===== src/rtl/wb_regfile.sv =====
// wb_regfile -- writeback stage and 32x32 general-purpose register file.
//
// Captures an execute unit's result on the rising edge of 'finished' and
// commits it to the GPR that dst_type selects one cycle later. It also
// supplies two operand read ports that bypass the pending write, and a
// debug read port that shows committed state only.
//
// Ports
//   clk       in   rising-edge clock
//   rst       in   synchronous reset, active-high
//   finished  in   execute-unit done level
//   dst_type  in   destination select (DST_NONE/DST_RD/DST_RT/DST_RA)
//   rd, rt    in   destination fields of the current instruction
//   res       in   execute result
//   rs_addr   in   operand read port A index
//   rt_addr   in   operand read port B index
//   dbg_addr  in   debug read index
//   rs_data   out  port A data (bypasses the pending write)
//   rt_data   out  port B data (bypasses the pending write)
//   dbg_data  out  debug data (committed value only)
//   wb_busy   out  high while a captured result is pending write
//   wb_done   out  one-cycle pulse in the cycle the write commits
//   wb_count  out  number of committed non-discarded writes (wraps)
module wb_regfile #(
  parameter int unsigned DW   = 32,
  parameter int unsigned AW   = 5,
  parameter int unsigned CNTW = 16,
  parameter int unsigned DTW  = 2,
  parameter logic [DTW-1:0] DST_NONE = DTW'(0),
  parameter logic [DTW-1:0] DST_RD   = DTW'(1),
  parameter logic [DTW-1:0] DST_RT   = DTW'(2),
  parameter logic [DTW-1:0] DST_RA   = DTW'(3)
) (
  input  logic            clk,
  input  logic            rst,
  input  logic            finished,
  input  logic [DTW-1:0]  dst_type,
  input  logic [AW-1:0]   rd,
  input  logic [AW-1:0]   rt,
  input  logic [DW-1:0]   res,
  input  logic [AW-1:0]   rs_addr,
  input  logic [AW-1:0]   rt_addr,
  input  logic [AW-1:0]   dbg_addr,
  output logic [DW-1:0]   rs_data,
  output logic [DW-1:0]   rt_data,
  output logic [DW-1:0]   dbg_data,
  output logic            wb_busy,
  output logic            wb_done,
  output logic [CNTW-1:0] wb_count
);

  localparam logic [0:0] S_IDLE  = 1'b0;
  localparam logic [0:0] S_WRITE = 1'b1;

  logic [DW-1:0]   r_gpr [2**AW];
  logic [0:0]      r_state;
  logic            r_fin_q;
  logic [DW-1:0]   r_wdata;
  logic [AW-1:0]   r_widx;
  logic            r_wvalid;
  logic [CNTW-1:0] r_count;

  logic            w_start;
  logic [AW-1:0]   w_idx;
  logic            w_valid;
  logic            w_wr_now;

  // A level held high yields a single start; the edge is only honoured in IDLE.
  assign w_start  = finished & ~r_fin_q;
  assign w_wr_now = (r_state == S_WRITE) & r_wvalid;

  // Destination decode; $0 targets are discarded like DST_NONE.
  always_comb begin
    w_idx   = '0;
    w_valid = 1'b0;
    case (dst_type)
      DST_RD: begin
        w_idx   = rd;
        w_valid = 1'b1;
      end
      DST_RT: begin
        w_idx   = rt;
        w_valid = 1'b1;
      end
      DST_RA: begin
        w_idx   = '1;
        w_valid = 1'b1;
      end
      default: begin
        w_idx   = '0;
        w_valid = 1'b0;
      end
    endcase
    if (w_idx == '0) begin
      w_valid = 1'b0;
    end
  end

  always_ff @(posedge clk) begin
    if (rst) begin
      r_gpr    <= '{default: '0};
      r_state  <= S_IDLE;
      r_fin_q  <= 1'b0;
      r_wdata  <= '0;
      r_widx   <= '0;
      r_wvalid <= 1'b0;
      r_count  <= '0;
    end else begin
      r_fin_q <= finished;
      case (r_state)
        S_IDLE: begin
          if (w_start) begin
            r_wdata  <= res;
            r_widx   <= w_idx;
            r_wvalid <= w_valid;
            r_state  <= S_WRITE;
          end
        end
        S_WRITE: begin
          if (r_wvalid) begin
            r_gpr[r_widx] <= r_wdata;
            r_count       <= r_count + CNTW'(1);
          end
          r_state <= S_IDLE;
        end
        default: r_state <= S_IDLE;
      endcase
    end
  end

  // Operand ports forward the pending write so the next instruction sees it
  // without waiting for the commit.
  always_comb begin
    rs_data = r_gpr[rs_addr];
    if (rs_addr == '0) begin
      rs_data = '0;
    end else if (w_wr_now && (rs_addr == r_widx)) begin
      rs_data = r_wdata;
    end
  end

  always_comb begin
    rt_data = r_gpr[rt_addr];
    if (rt_addr == '0) begin
      rt_data = '0;
    end else if (w_wr_now && (rt_addr == r_widx)) begin
      rt_data = r_wdata;
    end
  end

  always_comb begin
    dbg_data = r_gpr[dbg_addr];
    if (dbg_addr == '0) begin
      dbg_data = '0;
    end
  end

  assign wb_busy  = (r_state == S_WRITE);
  assign wb_done  = (r_state == S_WRITE);
  assign wb_count = r_count;

endmodule


===== config.mk =====
export PLATFORM = sky130hd
export DESIGN_NAME = wb_regfile
export DESIGN_NICKNAME = d
export VERILOG_FILES = /design/src/rtl/wb_regfile.sv
export SDC_FILE = /design/constraint.sdc
export NUM_CORES = 2
export LEC_CHECK = 0
export ABC_AREA = 1
export CORE_MARGIN = 4
export CORE_UTILIZATION = 50
export DETAILED_ROUTE_END_ITERATION = 16
export PLACE_DENSITY = 0.67
export SYNTH_ARGS = -nofsm -noshare
export SYNTH_HDL_FRONTEND = slang
export SYNTH_SLANG_ARGS = --single-unit

===== constraint.sdc =====
create_clock -name clk -period 2.27 [get_ports clk]
set_input_delay 0.227 -clock clk [delete_from_list [all_inputs] [get_ports clk]]
set_output_delay 0.227 -clock clk [all_outputs]
set_load 0.02 [all_outputs]

Word-level counts from Yosys, hierarchy flattened:

Cells that the tools add are included.
W data, S select, Z words.

* memory bits (writable): 0
* ROM bits: 0
* logic and storage cells: 89
* output and inout bits: 114
* memories kept: 0
* latch bits: 0
* register bits: 1080
* bits of input ports: 62

* shift operators: 0
* $add $sub $neg: 1
* multiply operators: 0
* reduce and logical (&&, ||, !) cells: 10
* bitwise gates (word level): 8
* mux-type cells: 22
* equal/unequal tests: 5
* $lt $le $gt $ge: 5
* div/mod/pow operators: 0

Operators with widths (number)
* $bwmux W1024: 1
* $bmux W32 S5: 3
* $mux W32: 12
* $demux W32 S5: 1
* $ge A6 B6 Y1 const B: 4
* $not A5 Y6: 4
* $logic_not A5 Y1: 4
* $add A16 B1 Y16 const B: 1
* $pmux W5 S3: 1
* $eq A5 B5 Y1: 2
* $lt A6 B1 Y1 const B: 1
* $eq A2 B2 Y1 const B: 2
* $reduce_and A2 Y1: 2
* $logic_and A1 B1 Y1: 3
* $mux W1: 3
* $reduce_or A3 Y1: 1
* $and A1 B1 Y1: 2
* $eq A2 B1 Y1 const B: 1
* $not A1 Y1: 2
* $pmux W1 S2: 1

Depth between registers and ports, before layout:

* depth in word-level cells: 6
* mapped depth: 12
* gate-level depth less buffers: 11

Worst setup path after synthesis:

Ideal clock, no wire load.

* path kind: register to output
* start point: reg r_state, in the netlist wb_busy
* end point: out rt_data[13]
* setup slack: 175 ps
* arrival: 1868 ps
* cell stages (with the launch flop): 8
* cells stage by stage: dfxtp_1 nand2_1 inv_2 o21ai_0 a21oi_1 nand3_1 clkbuf_1 a21oi_1

* word-level cells in the longest chain between the ends: 4

Ends and longest elaborated chain
* from (decl): RTL line 56 `logic [0:0] r_state;`
* from (signal assigned): RTL line 102 `r_state <= S_IDLE;`
* from (signal assigned): RTL line 116 `r_state <= S_WRITE;`
* from (signal assigned): RTL line 124 `r_state <= S_IDLE;`
* $and A1 B1 Y1: RTL line 70 `assign w_wr_now = (r_state == S_WRITE) & r_wvalid;`
* $logic_and A1 B1 Y1: RTL line 146 `end else if (w_wr_now && (rt_addr == r_widx)) begin`
* $mux W32: RTL line 146
* $mux W32: RTL line 144 `if (rt_addr == '0) begin`
* to (decl): RTL line 45 `output logic [DW-1:0] rt_data,`

No other way between the ends.

Final worst setup path:

* start point: reg r_widx[1]
* end point: out rs_data[6]

* word-level cells in the longest chain between the ends: 4

Ends and longest elaborated chain
* from (decl): RTL line 59 `logic [AW-1:0] r_widx;`
* from (signal assigned): RTL line 114 `r_widx <= w_idx;`
* $eq A5 B5 Y1: RTL line 137 `end else if (w_wr_now && (rs_addr == r_widx)) begin`
* $logic_and A1 B1 Y1: RTL line 137
* $mux W32: RTL line 137
* $mux W32: RTL line 135 `if (rs_addr == '0) begin`
* to (decl): RTL line 44 `output logic [DW-1:0] rs_data,`

No other way between the ends.

==> flow_metrics.tcl <==
set metrics [dict create \
    final_area_sq_um 81610 \
    crit_fanout 7 \
    ir_worst_vdd_mv 0.6420 \
    min_from "finished" \
    nets 10360 \
    tightest_slew_ns 1.266 \
    arrival_ns 2.78 \
    via_per_inst 6.633 \
    max_slew_margin_pct 14.73 \
    ant_nets 0 \
    cts_tree "done" \
    finalClockSkew_ns 0.03185 \
    grt_max_degree 107 \
    synth-edff-count 0 \
    start_kind "register" \
    synthArstFlopShare_pct 0 \
    synth.distinct_cells 35 \
    finalHoldViolCount 0 \
    seq_area_frac_synth_pct 33.10 \
    violations "setup timing" \
    drv_slew 0 \
    worst-r2r-setup-slack_ns 0.09 \
    whs_endpoint "r_fin_q" \
    post_synth_instance_area_sq_um 65330 \
    numCtsBuffers 121 \
    powerDensity_nw_per_um2 609.6 \
    ys_top_cells_by_area "dfxtp_1 (33%), o21ai_0 (15%), a21oi_1 (14%)" \
    syn_area_per_cell_sq_um 6.433 \
    yosys.area.top_type "dfxtp_1" \
    first_pass_iters 8 \
    yosys-top-cells-count "o21ai_0 (1927), a21oi_1 (1886), nand2_1 (1300)" \
    area_delta_synth_final_pct 24.93 \
    htreeDepth 3 \
    antenna_found_initial 12 \
    ys.flop_type "dfxtp_1" \
    grt.total_usage_pct 45.69 \
    r2r-start "wb_busy" \
    wl_per_cell_um 27.24 \
    fmax_mhz 332.0 \
    ys_ff_latch 1080 \
    required_ns 2.04 \
    place_area_sq_um 74500 \
    dpl.hpwl_mm 215.1 \
    path_class "reg -> out" \
    place_congestion 1.013 \
    synth_top_area_share_pct 33.10 \
    final_util_pct 62.95 \
    core_sq_um 129600 \
    setup_ws_ns -0.7417 \
    yosysWarningCount 0 \
    initialDrtViolationCount 13610 \
    hold_path_class "in -> reg" \
    dieArea_sq_um 136500 \
    insertion_delay_ns 0.78 \
    initial_core_util_pct 50.39 \
    syn_inst 10160 \
    status "finished with violations" \
    die_w_um 369.5 \
    rows 132 \
    cts.clk_slew.worst_paths_ns 0.06 \
    drive_above_1_share_pct 18.88 \
    grt_pass1_wl_mm 473.5 \
    gr-total-overflow 0 \
    cts_buffer_depth 3 \
    r2r-end "r_gpr[95]" \
    io_pins 176 \
    synth_most_common_cell "o21ai_0" \
    drc 0 \
    clkSinkCount 1080 \
    grt_pass1_vias 72280 \
    setup_viol 94 \
    rr_worst_depth 8 \
    num_vias 80500 \
    finalCriticalPeriod_ns 3.012 \
    syn-num-nets 10220 \
    worstHoldPathCells 3 \
    drv_cap 0 \
    numPortBuffers 175 \
    rsz0062_at_grt "true" \
    die_h_um 369.5 \
    cts_root_buf "clkbuf_16" \
    cp-end-kind "output pin" \
    routed_wl_mm 330.6 \
    leakagePower_nw 31.50 \
    finalCritPeriodShare_pct 132.7 \
]
report_power, final:
part	leakage, nW	internal (mW)	switching [mW]
clock	2.04	11.9	8.76
combinational	20.6	3.37	6.45
sequential	8.83	19.0	0.184
total	31.5	34.4	15.4
final cells by class:
class                           instances  area (sq um)
Inverter                              704          2719
Timing Repair Buffer                 1091         12430
Multi-Input combinational cell       7295         38260
Sequential cell                      1080         21920
Antenna cell                            5         12.51
Tap cell                             1742          2180
Fill cell                           11850         48040
Clock inverter                         32         384.1
Clock buffer                          187          3710
through the flow:
stage / hold slack [ns] / power [mW] / instances / setup TNS (ns) / setup WS [ns]
3_5_place_dp: 0.4662 / 28.43 / 11880 / -31.86 / -0.5983
4_1_cts: 0.007304 / 49.00 / 12120 / -35.45 / -0.7242
6_report: 0.03880 / 49.75 / 12140 / -38.22 / -0.7417
2_1_floorplan: 0.3055 / 24.05 / 10160 / 0 / 0.1752
3_3_place_gp: 0.4584 / 28.36 / 11880 / -30.62 / -0.6012
5_1_grt: 0.06116 / 50.75 / 12130 / -43.79 / -0.8112
worst max-delay path: stages, from the launching register on:
cell and delay [ns]:
dfxtp_4 0.36, buf_12 0.12, xor2_1 0.18, a211oi_2 0.05, buf_4 0.16, nand3_4 0.09, buf_12 0.21, buf_16 0.18
buf_4 0.14, o21ai_4 0.06, a21oi_4 0.26, buf_6 0.19
cell families after synthesis:
family                     share of synthesized area, %
adders and majority gates                       0.01915
AOI/OAI and AO/OA                                 38.85
xor gates and xnor gates                        0.05362
and+or+nand+nor                                   17.01
buffers and inverters                             10.97
DFF                                               33.10
layer usage:
metal / up-vias / GRT usage (%) / routed length (um)
met3: 1498 / 14.02 / 49780
met4: 12 / 33.12 / 28340
met2: 6276 / 64.38 / 130800
met1: 36940 / 58.79 / 121600
li1: 35770 / - / -
met5: - / 0 / 90
flip-flops by register name, summed over array words and instances, names as in the netlist:
signal,cells
r_gpr,1024
r_fin_q,1
r_wdata,32
wb_busy,1
r_widx,5
r_wvalid,1
wb_count,16
cell usage in the layout, fill, tap and decap left out, drive strengths merged, types with 5 or more instances in the layout:
cell,synthesis,routed
bufinv,1,8
buf,436,1019
a21oi,1886,1886
o21ai,2151,2151
o22ai,5,5
clkbuf,640,193
nor3,23,23
nand4,6,6
a211oi,23,23
or2,10,10
clkinv,3,22
inv,700,706
nor2,354,354
dfxtp,1080,1080
nand2,1300,1300
o21a,7,7
nand3,866,866
diode,0,5
clkdlybuf4s50,0,64
o211ai,653,653
what timing repair did:
action | 4_1_cts | 5_1_grt
hold buffers | 0 | 0
pin swaps | 296 | 308
cloned | 10 | 7
endpoints found under the setup margin | 96 | 97
resized for setup | 1088 | 495
buffers inserted | 28 | 21
worst max path at each step:
stage | from | endpoint | slack, ns | cells past startpoint
global placement | rt_addr[0] | rt_data[11] | -0.60 | 12
finish | r_widx[1] | rs_data[6] | -0.74 | 11
floorplan | wb_busy | rt_data[13] | 0.18 | 7
CTS | r_widx[1] | rs_data[13] | -0.72 | 9
global route | r_widx[1] | rs_data[13] | -0.81 | 9
detailed placement | rs_addr[0] | rs_data[11] | -0.60 | 14
No activity file was read; power rests on OpenSTA's default activity.
